--- config.mk ---
export PLATFORM = sky130hd
export DESIGN_NAME = dm_arbiter
export DESIGN_NICKNAME = d
export VERILOG_FILES = /design/src/rtl/dm_arbiter.sv
export SDC_FILE = /design/constraint.sdc
export NUM_CORES = 1
export LEC_CHECK = 0
export CORE_MARGIN = 2
export CORE_UTILIZATION = 39
export CTS_CLUSTER_DIAMETER = 60
export CTS_CLUSTER_SIZE = 10
export DETAILED_ROUTE_END_ITERATION = 10
export PLACE_DENSITY = 0.83
export REMOVE_ABC_BUFFERS = 1
export SLEW_MARGIN = 20
export SYNTH_ARGS = -nofsm -noshare
export SYNTH_HDL_FRONTEND = slang
export SYNTH_SLANG_ARGS = --single-unit
--- constraint.sdc ---
create_clock -name Clk -period 2.4 [get_ports Clk]
set_clock_uncertainty 0.05 [all_clocks]
set_input_delay 0.36 -clock Clk [delete_from_list [all_inputs] [get_ports Clk]]
set_output_delay 0.36 -clock Clk [all_outputs]
set_load 0.005 [all_outputs]
--- src/rtl/dm_arbiter.sv ---
// Single-port data-memory arbiter: CPU has priority, DMA is forced after STARVE_LIMIT denials.
// Partial CPU stores run as read (stalled) then write; everything else completes in its grant cycle.
module dm_arbiter #(
    parameter int STARVE_LIMIT = 4
) (
    input  logic        Clk,
    input  logic        Reset,
    input  logic        CpuReq,
    input  logic        CpuWe,
    input  logic [31:0] CpuAddr,
    input  logic [31:0] CpuWData,
    input  logic [3:0]  CpuBE,
    output logic [31:0] CpuRData,
    output logic        CpuStall,
    input  logic        DmaReq,
    input  logic        DmaWe,
    input  logic [31:0] DmaAddr,
    input  logic [31:0] DmaWData,
    output logic        DmaAck,
    output logic [31:0] DmaRData,
    output logic [31:0] MemAddr,
    output logic [31:0] MemWData,
    output logic        MemWrite,
    input  logic [31:0] MemRData
);

    localparam int CW = $clog2(STARVE_LIMIT + 1);
    localparam logic [CW-1:0] CNT_MAX = CW'(STARVE_LIMIT);

    localparam logic [0:0] S_IDLE = 1'b0;
    localparam logic [0:0] S_RMW  = 1'b1;

    logic [0:0]    r_state;
    logic [CW-1:0] r_cnt;
    logic [31:0]   r_rmw_addr;
    logic [31:0]   r_rmw_data;

    logic        w_idle;
    logic        w_full_store;
    logic        w_partial;
    logic        w_dma_force;
    logic        w_grant_dma;
    logic        w_grant_cpu;
    logic        w_rmw_start;
    logic [31:0] w_cpu_addr;
    logic [31:0] w_dma_addr;
    logic [31:0] w_merged;
    logic        w_unused;

    assign w_idle       = (r_state == S_IDLE);
    assign w_cpu_addr   = {CpuAddr[31:2], 2'b00};
    assign w_dma_addr   = {DmaAddr[31:2], 2'b00};
    assign w_unused     = ^{CpuAddr[1:0], DmaAddr[1:0]};

    // CpuWe with no byte enables is a load; only 1-3 enabled bytes need the read-modify-write
    assign w_full_store = CpuWe && (CpuBE == 4'b1111);
    assign w_partial    = CpuWe && (CpuBE != 4'b1111) && (CpuBE != 4'b0000);

    assign w_dma_force  = DmaReq && (r_cnt == CNT_MAX);
    assign w_grant_dma  = w_idle && DmaReq && (w_dma_force || !CpuReq);
    assign w_grant_cpu  = w_idle && CpuReq && !w_dma_force;
    assign w_rmw_start  = w_grant_cpu && w_partial;

    always_comb begin
        w_merged = MemRData;
        for (int b = 0; b < 4; b++) begin
            if (CpuBE[b]) begin
                w_merged[8*b +: 8] = CpuWData[8*b +: 8];
            end
        end
    end

    always_comb begin
        MemAddr  = 32'd0;
        MemWData = 32'd0;
        MemWrite = 1'b0;
        CpuRData = 32'd0;
        CpuStall = 1'b0;
        DmaAck   = 1'b0;
        DmaRData = 32'd0;
        if (!Reset) begin
            if (r_state == S_RMW) begin
                MemAddr  = r_rmw_addr;
                MemWData = r_rmw_data;
                MemWrite = 1'b1;
            end else if (w_grant_dma) begin
                MemAddr  = w_dma_addr;
                MemWData = DmaWData;
                MemWrite = DmaWe;
                DmaAck   = 1'b1;
                DmaRData = MemRData;
                CpuStall = CpuReq;
            end else if (w_grant_cpu) begin
                MemAddr  = w_cpu_addr;
                MemWData = CpuWData;
                MemWrite = w_full_store;
                CpuRData = MemRData;
                CpuStall = w_partial;
            end
        end
    end

    always_ff @(posedge Clk) begin
        if (Reset) begin
            r_state    <= S_IDLE;
            r_cnt      <= '0;
            r_rmw_addr <= 32'd0;
            r_rmw_data <= 32'd0;
        end else begin
            r_state <= w_rmw_start ? S_RMW : S_IDLE;
            if (w_rmw_start) begin
                r_rmw_addr <= w_cpu_addr;
                r_rmw_data <= w_merged;
            end
            // Denied cycles count toward the limit, RMW cycles included
            if (!DmaReq || w_grant_dma) begin
                r_cnt <= '0;
            end else if (r_cnt != CNT_MAX) begin
                r_cnt <= r_cnt + CW'(1);
            end
        end
    end

endmodule

==> results.txt <==
STA puts the critical path data required time at 1.99 ns. The first global-routing pass estimated ~37,000 um of wire. The aggregate routed wire length came out at 25,870 um. The leakage power figure is between 4 and 5 nW. The number of hold violations in the final report is 0. The share of the cycle needed by the critical path after routing is 111.5%. For this run, the number of Yosys warnings is 0.

The worst register-to-register path begins at r_cnt[1]. The total negative slack for setup checks is -10.22 ns. The part of the Yosys area used for sequential elements is 25.95%. The worst slew slack as a fraction of its limit is 54.60%. Traced cell by cell, the critical path runs through inv_2 -> ha_4 -> buf_12 -> nand2_8 -> a21boi_4 -> buf_12 -> buf_12 -> buf_12 -> buf_8 -> a221oi_2 -> nor3_1 -> buf_2. The maximum number of buffers from clock root to sink is 2. The count of routing violations after the opening detailed-route iteration is about 440. The die outline area is between 0.01 and 0.015 mm^2. In this run the cell area of the synthesized design comes to 0.005092 mm^2. The TritonCTS clock tree is yes. The post-route worst setup slack came out at -0.2768 ns. The number of violations of the max-capacitance limit is 0.

The number of hold buffers added after CTS came out at 0. Measured in cells, the most critical reg-to-reg path has a length of 12. The remaining antenna violation count after routing came out at 0. The instance count along the most critical hold path came out at 2.

The unique cell type count in the Yosys netlist is 31. The clock tree synthesis step divided the H-tree into 3 levels. The critical path buffer and inverter count is 7. VDD sags by at most 0.0003526 V.

Dividing total power by cell area gives a power density of 413.1 mW/mm^2. The count of nets after finishing is 1,130. The starting utilization of the core area came out at 40.19%. Setup repair after global routing could not meet its margin everywhere. The per-instance average area after synthesis came out at 8.280 um^2. At the pin with the least slew margin, the transition time is 0.6811 ns. Before antenna repair, the detailed router went through 5 iterations. The average wire per cell in the routed design is 22.81 um. The largest net degree at the start of global routing came out at 126. The total global-route track usage came out at about a third. The standard-cell row count came out at a little over 40. The layout cell share with drive strength beyond 1 is a little over two fifths.

The source-to-sink clock delay at the later pin of the worst-skew pair came out at 0.33 ns. The HPWL reported at the end of detailed placement came out at 14,770 um. The count of buffers added on input and output ports is 294. The number of vias in the routed layout is 6,742.

The final reports fail on setup timing. The maximum fanout along the worst path is 8. Tracing the worst setup path back leads to its startpoint at r_cnt[1]. The routed design could run at a clock period as short as 2.677 ns. The clock sink count came out at 66. The nature of the critical path endpoint is an output port. STA classifies the critical path startpoint as a flip-flop. In this design, the largest share of critical-path delay is due to buffers and inverters.

TritonCTS created 9 clock buffers. Pin placement for this block handled 301 I/O pins. The number of pins with negative max-slew slack in the final report came out at 0. The worst hold-check slack is approximately 0.48 ns. The placer congestion estimate is a little over 0.9. Synthesis handed over a netlist of approximately 600 instances.

In this design, the critical path's most frequently occurring cell is buf_12. The die span in y came out at between 100 and 150 um. In this run the most critical hold path is launched from r_rmw_data[27]. The number of global-route vias before repair is 6,868.

Once layout is complete, the utilization of the core stands at 77.74%. The number of diodes is 0. The tree is rooted in a clkbuf_16. The maximum single-stage delay on the critical path is ~0.34 ns. The critical path is of the flip-flop to output port type. The number of setup violations in the final report is 91. The completed layout was analyzed and its total power is 4.070 mW.

The area of the core came out at 0.01267 mm^2. After clock tree synthesis, the clock-pin slew on the worst setup and hold paths is 0.06 ns. The initial antenna violation count came to 0. The run finished, with violations left. The post-synthesis to final-layout area growth came out at 93.44%.

After detailed routing, the number of remaining DRC violations is 0. The slowest stage of the critical path belongs to the cell dfxtp_2. The class of the most critical hold timing path is flip-flop to flip-flop.

The number of vias per cell after detailed routing is 5.945. The register bit count reported by yosys came out at between 60 and 70. Data arrives at the worst endpoint at 2.27 ns. Based on the critical path, the design can be clocked at up to about 370 MHz. The die outline width came out at around 120 um. The total grt overflow is 0.

Counting buffers and inverters, the worst setup path is 12 cells deep.
-- placed cells by master (no fill, tap or decap), types with 23 or more instances in the layout --
master | netlist | routed
buf_2 | 14 | 79
nand3_1 | 32 | 32
and2_1 | 34 | 24
nor2b_1 | 62 | 61
buf_6 | 8 | 39
a21oi_1 | 57 | 57
buf_12 | 0 | 23
dfxtp_1 | 66 | 62
mux2i_1 | 32 | 32
a211oi_2 | 32 | 32
and3_1 | 33 | 23
a21bo_2 | 23 | 23
clkdlybuf4s50_1 | 0 | 161
nor3_1 | 61 | 49
a221oi_2 | 0 | 48
buf_4 | 5 | 49
-- worst reg2reg max path, delay by kind of cell (launching register included) --
family	cells	cell delay [ns]
buf+inv	7	1.00
flops	1	0.34
simple gates	2	0.31
compound gates	2	0.31
fa+ha+maj	1	0.16
-- power breakdown --
part	total, mW	internal [mW]	switching [mW]
Combinational	1.55	0.849	0.701
Sequential	1.20	1.16	0.0414
Clock	1.32	0.824	0.493
Total	4.07	2.83	1.23
-- synthesized netlist by cell type, drive strengths merged --
| cell type | instances | area share [%] |
|---|---|---|
| or3b | 1 | 0.17 |
| xnor2 | 1 | 0.17 |
| and3b | 2 | 0.34 |
| ha | 2 | 0.49 |
| nor4b | 1 | 0.47 |
| a221o | 2 | 0.39 |
| and4 | 1 | 0.22 |
| and2 | 34 | 4.2 |
| inv | 2 | 0.15 |
| a21boi | 1 | 0.15 |
| nand3 | 32 | 3.1 |
| nor3 | 61 | 6.0 |
| a221oi | 60 | 10 |
| nor4 | 1 | 0.25 |
| nor2b | 62 | 7.6 |
| dfxtp | 66 | 26 |
| conb | 1 | 0.074 |
| a21bo | 30 | 5.9 |
| buf | 30 | 4.1 |
| a21oi | 66 | 7.1 |
| clkbuf | 51 | 3.8 |
| and3 | 33 | 4.1 |
| a211oi | 32 | 7.9 |
| nand2 | 4 | 0.29 |
| nor2 | 7 | 0.52 |
| mux2i | 32 | 6.3 |
-- through the flow --
stage | area [um^2] | setup WS, ns | instances
2_1_floorplan | 4696 | -5.447 | 535
3_3_place_gp | 8461 | -0.3898 | 1060
3_5_place_dp | 8461 | -0.4380 | 1060
4_1_cts | 9624 | -0.1801 | 1122
5_1_grt | 9851 | -0.3323 | 1134
6_report | 9851 | -0.2768 | 1134
-- logic make-up after synthesis --
family,after synthesis,synth area share [%]
mux,32,6.290
other cells,1,0.07364
compound gates,191,31.77
buf+inv,83,8.010
simple gates,239,27.25
flops,66,25.95
fa+ha+maj,2,0.4913
xor+xnor,1,0.1720
-- timing repair --
| action | in CTS | in global routing |
|---|---|---|
| cloned | 13 | 4 |
| pin swaps | 84 | 29 |
| endpoints found under the setup margin | 129 | 112 |
| buffers inserted | 35 | 22 |
| resized for setup | 471 | 180 |
-- routing by layer --
layer  routed length (um)  share of wire (%)  vias up  GRT usage (%)
met5                    0                  0        -              0
met4                 1179                4.6        0          19.80
met3                 1945                7.5       87          7.432
met2                13310                 51      420          58.56
met1                 9432                 36     3239          36.29
li1                     -                  -     2996              -
-- flip-flops by register name, summed over array words and instances, names as in the netlist --
name,count
r_cnt,3
r_rmw_addr,30
r_rmw_data,32
r_state,1
-- final cells by class --
class	count	area [um^2]
clock buffer	12	246.5
clock inverter	3	40.04
fill	840	2820
inverter	2	7.507
multi-input combinational	467	4016
sequential	66	1329
tap	172	215.2
timing repair buffer	412	3996
-- worst paths after layout --
kind / endpoint / slack, ns
worst min register to register: r_rmw_data[27] / 0.48
worst max register to register: r_rmw_data[16] / 0.15
worst max-delay path: MemWData[18] / -0.28
worst min-delay path: r_rmw_data[27] / 0.48
No activity file was read; power rests on OpenSTA's default activity.
==> RTL change: new RTL, same settings <==
Change the parameter `STARVE_LIMIT` from 4 to 8.
--- a/src/rtl/dm_arbiter.sv
+++ b/src/rtl/dm_arbiter.sv
@@ -3,3 +3,3 @@
 module dm_arbiter #(
-    parameter int STARVE_LIMIT = 4
+    parameter int STARVE_LIMIT = 8
 ) (
Check against the original RTL: no difference found for any inputs over 4 cycles, from zero or initial values and one cycle with Reset high; that may be too few to reach the edited logic, so the function may still have changed.
==> RTL change against the original RTL <==
The run still ends with negative setup slack left. Highest routed layer unchanged. Cell area up 4.4%. Sequential cell count up 1. Worst setup slack better by 0.016 ns. Total power down 0.14%. Hold slack worse by 0.059 ns. Fmax up 0.60%. Synthesized area up 9.5%. Sequential share of layout area down 0.39 points. Routed wire length up 4.3%.
==> RTL change: results (changes against the original RTL) <==
Critical Path Fanout Max -> 11 (+3)
Clock buffers created by TritonCTS -> 9 (unchanged)
Placer Congestion -> 0.794 (-14%)
DR WL/cell -> 22.7 um (-0.40%)
Worst Hold Endpoint -> r_rmw_addr[26]
Failing checks -> negative setup slack
Ys flop type -> dfxtp_1
Asr flop ratio synth -> 0% (unchanged)
HPWL after DPL -> 14,700 um (-0.34%)
Via density -> 6.06 (+2.0%)
Ys Warns -> 0 (unchanged)
Share of layout cells above drive strength 1 -> 38.3% (-5.3 points)
Synth area leaders -> dfxtp_1 (24%), mux2i_1 (11%), a221oi_1 (9.7%)
GRT met1 Usage -> 41.0% (+4.7 points)
Dpl ws -> -0.524 ns (-0.0863 ns)
CTS root buf -> clkbuf_16
Hold path cells -> 3 (+1)
Fill count -> 980 (+17%)
Placed Cells -> 1,120 (+5.7%)
GRT met3 Usage -> 6.09% (-1.3 points)
Hold Startpoint -> Reset
Final #Nets -> 1,175 (+4.0%)
GR Util met2 -> 54.7% (-3.9 points)
P_sw -> 1.18 mW (-4.6%)
Reg2Reg Launch Point -> r_cnt[0]
CP peak stage delay -> 0.32 ns (-0.02 ns)
Least-Margin Pin Slew -> 0.716 ns (+0.0349 ns)
Mapped Cells -> 693 (+13%)
Largest net degree at the start of global routing -> 130 (+3.2%)
Worst R2R Path Depth -> 12 (unchanged)
Unique masters post-synth -> 32 (+3.2%)
Worst endpoint data arrival time -> 2.25 ns (-0.02 ns)
Internal reg-to-reg setup slack -> 0.08 ns (-0.07 ns)
Leak pwr -> 4.03 nW (-4.3%)
Sequential area share after synthesis -> 24.1% (-1.9 points)
CP max stage cell -> dfxtp_2
Status -> finished with violations
Hold Crit Class -> in -> reg
CTS H-tree depth -> 3 (unchanged)
Iter 0 DRT Violations -> 610 (+39%)
Total track usage -> 32.5% (-0.73 points)
Clock Latency Late Sink -> 0.33 ns (about the same)
First-pass GRT wire length -> 38,100 um (+3.1%)
Setup violations, final -> 129 (+42%)
Final worst slack -> -0.261 ns (+0.0161 ns)
Worst VDD drop -> 0.276 mV (-22%)
Vias -> 7,203 (+6.8%)
Number of antenna violations at the first check in global routing -> 0 (unchanged)
Synth cell count leaders -> clkbuf_1 (76), dfxtp_1 (67), inv_1 (64)
CP delay by family, top -> buffers and inverters
CTS Buffer Depth -> 2 (unchanged)
Top Registers -> r_rmw_data: 32 flops, r_rmw_addr: 30 flops, r_cnt: 4 flops
Input/output buffers -> 294 (unchanged)
Vias in the first global route -> 6,791 (-1.1%)
R2R Path End -> r_rmw_addr[19]
CTS clk-pin slew, worst paths -> 0.06 ns (about the same)
ANT cells -> 0 (unchanged)
## RTL change: worst min-delay path, stage by stage
cell and delay, ns:
buf_4 0.20, nand2b_1 0.13, mux2i_1 0.06
## RTL change: what timing repair did
item | in CTS | in global routing
pin swaps | 106 | 41
buffers inserted | 35 | 9
gates cloned | 16 | 5
gates resized for setup | 693 | 88
setup endpoints to repair | 132 | 129
## RTL change: how the worst max path moves through the flow
stage,from,to,slack (ns)
floorplan,r_cnt[0],DmaRData[0],-2.84
CTS,r_cnt[0],DmaRData[31],-0.20
global placement,CpuBE[0],MemWrite,-0.57
global route,r_cnt[0],MemWData[20],-0.33
detailed placement,CpuBE[0],MemWrite,-0.52
finish,r_cnt[0],MemWData[20],-0.26
## RTL change: layout make-up
class | instances | area (um2) | share of cell area [%]
Timing Repair Buffer | 391 | 4050 | 39.3
Inverter | 64 | 240 | 2.34
Sequential cell | 67 | 1350 | 13.1
Tap cell | 180 | 225 | 2.19
Clock buffer | 11 | 254 | 2.47
Clock inverter | 5 | 83.8 | 0.815
Multi-Input combinational cell | 470 | 4090 | 39.7
## RTL change: logic make-up (layout without fill, tap and decap cells)
family | Yosys count | after routing | share of synthesized area, %
AOI/OAI and AO/OA | 255 | 255 | 35.0
buffers and inverters | 157 | 471 | 12.0
and+or+nand+nor | 145 | 145 | 16.6
DFF | 67 | 67 | 24.1
muxes | 63 | 63 | 11.3
xor gates and xnor gates | 3 | 3 | 0.471
adders and majority gates | 2 | 2 | 0.449
other | 1 | 2 | 0.0672
## RTL change: per-layer routing
| metal | share of wire [%] | vias to the layer above |
|---|---|---|
| li1 | - | 3219 |
| met5 | 0 | - |
| met4 | 4.1 | 0 |
| met3 | 8.7 | 91 |
| met1 | 39 | 3464 |
| met2 | 48 | 429 |
## RTL change: per-stage QoR
stage	power (mW)	hold slack [ns]	utilization, %	area [um2]	setup TNS [ns]
floorplan	1.68	0.375	-	5150	-321.05
global placement	2.42	0.408	63.6	8870	-64.74
detailed placement	2.44	0.415	63.6	8870	-67.89
CTS	3.99	0.413	71.7	9990	-13.08
global route	4.21	0.424	73.8	10300	-24.88
finish	4.06	0.419	73.8	10300	-14.41
## RTL change: power groups by stage
stage               clock [mW]  combinational, mW  sequential, mW
finish                    1.51               1.34            1.22
floorplan                    0              0.434            1.25
CTS                       1.51               1.26            1.22
global placement             0               1.19            1.24
global route              1.57               1.41            1.23
detailed placement           0               1.20            1.24
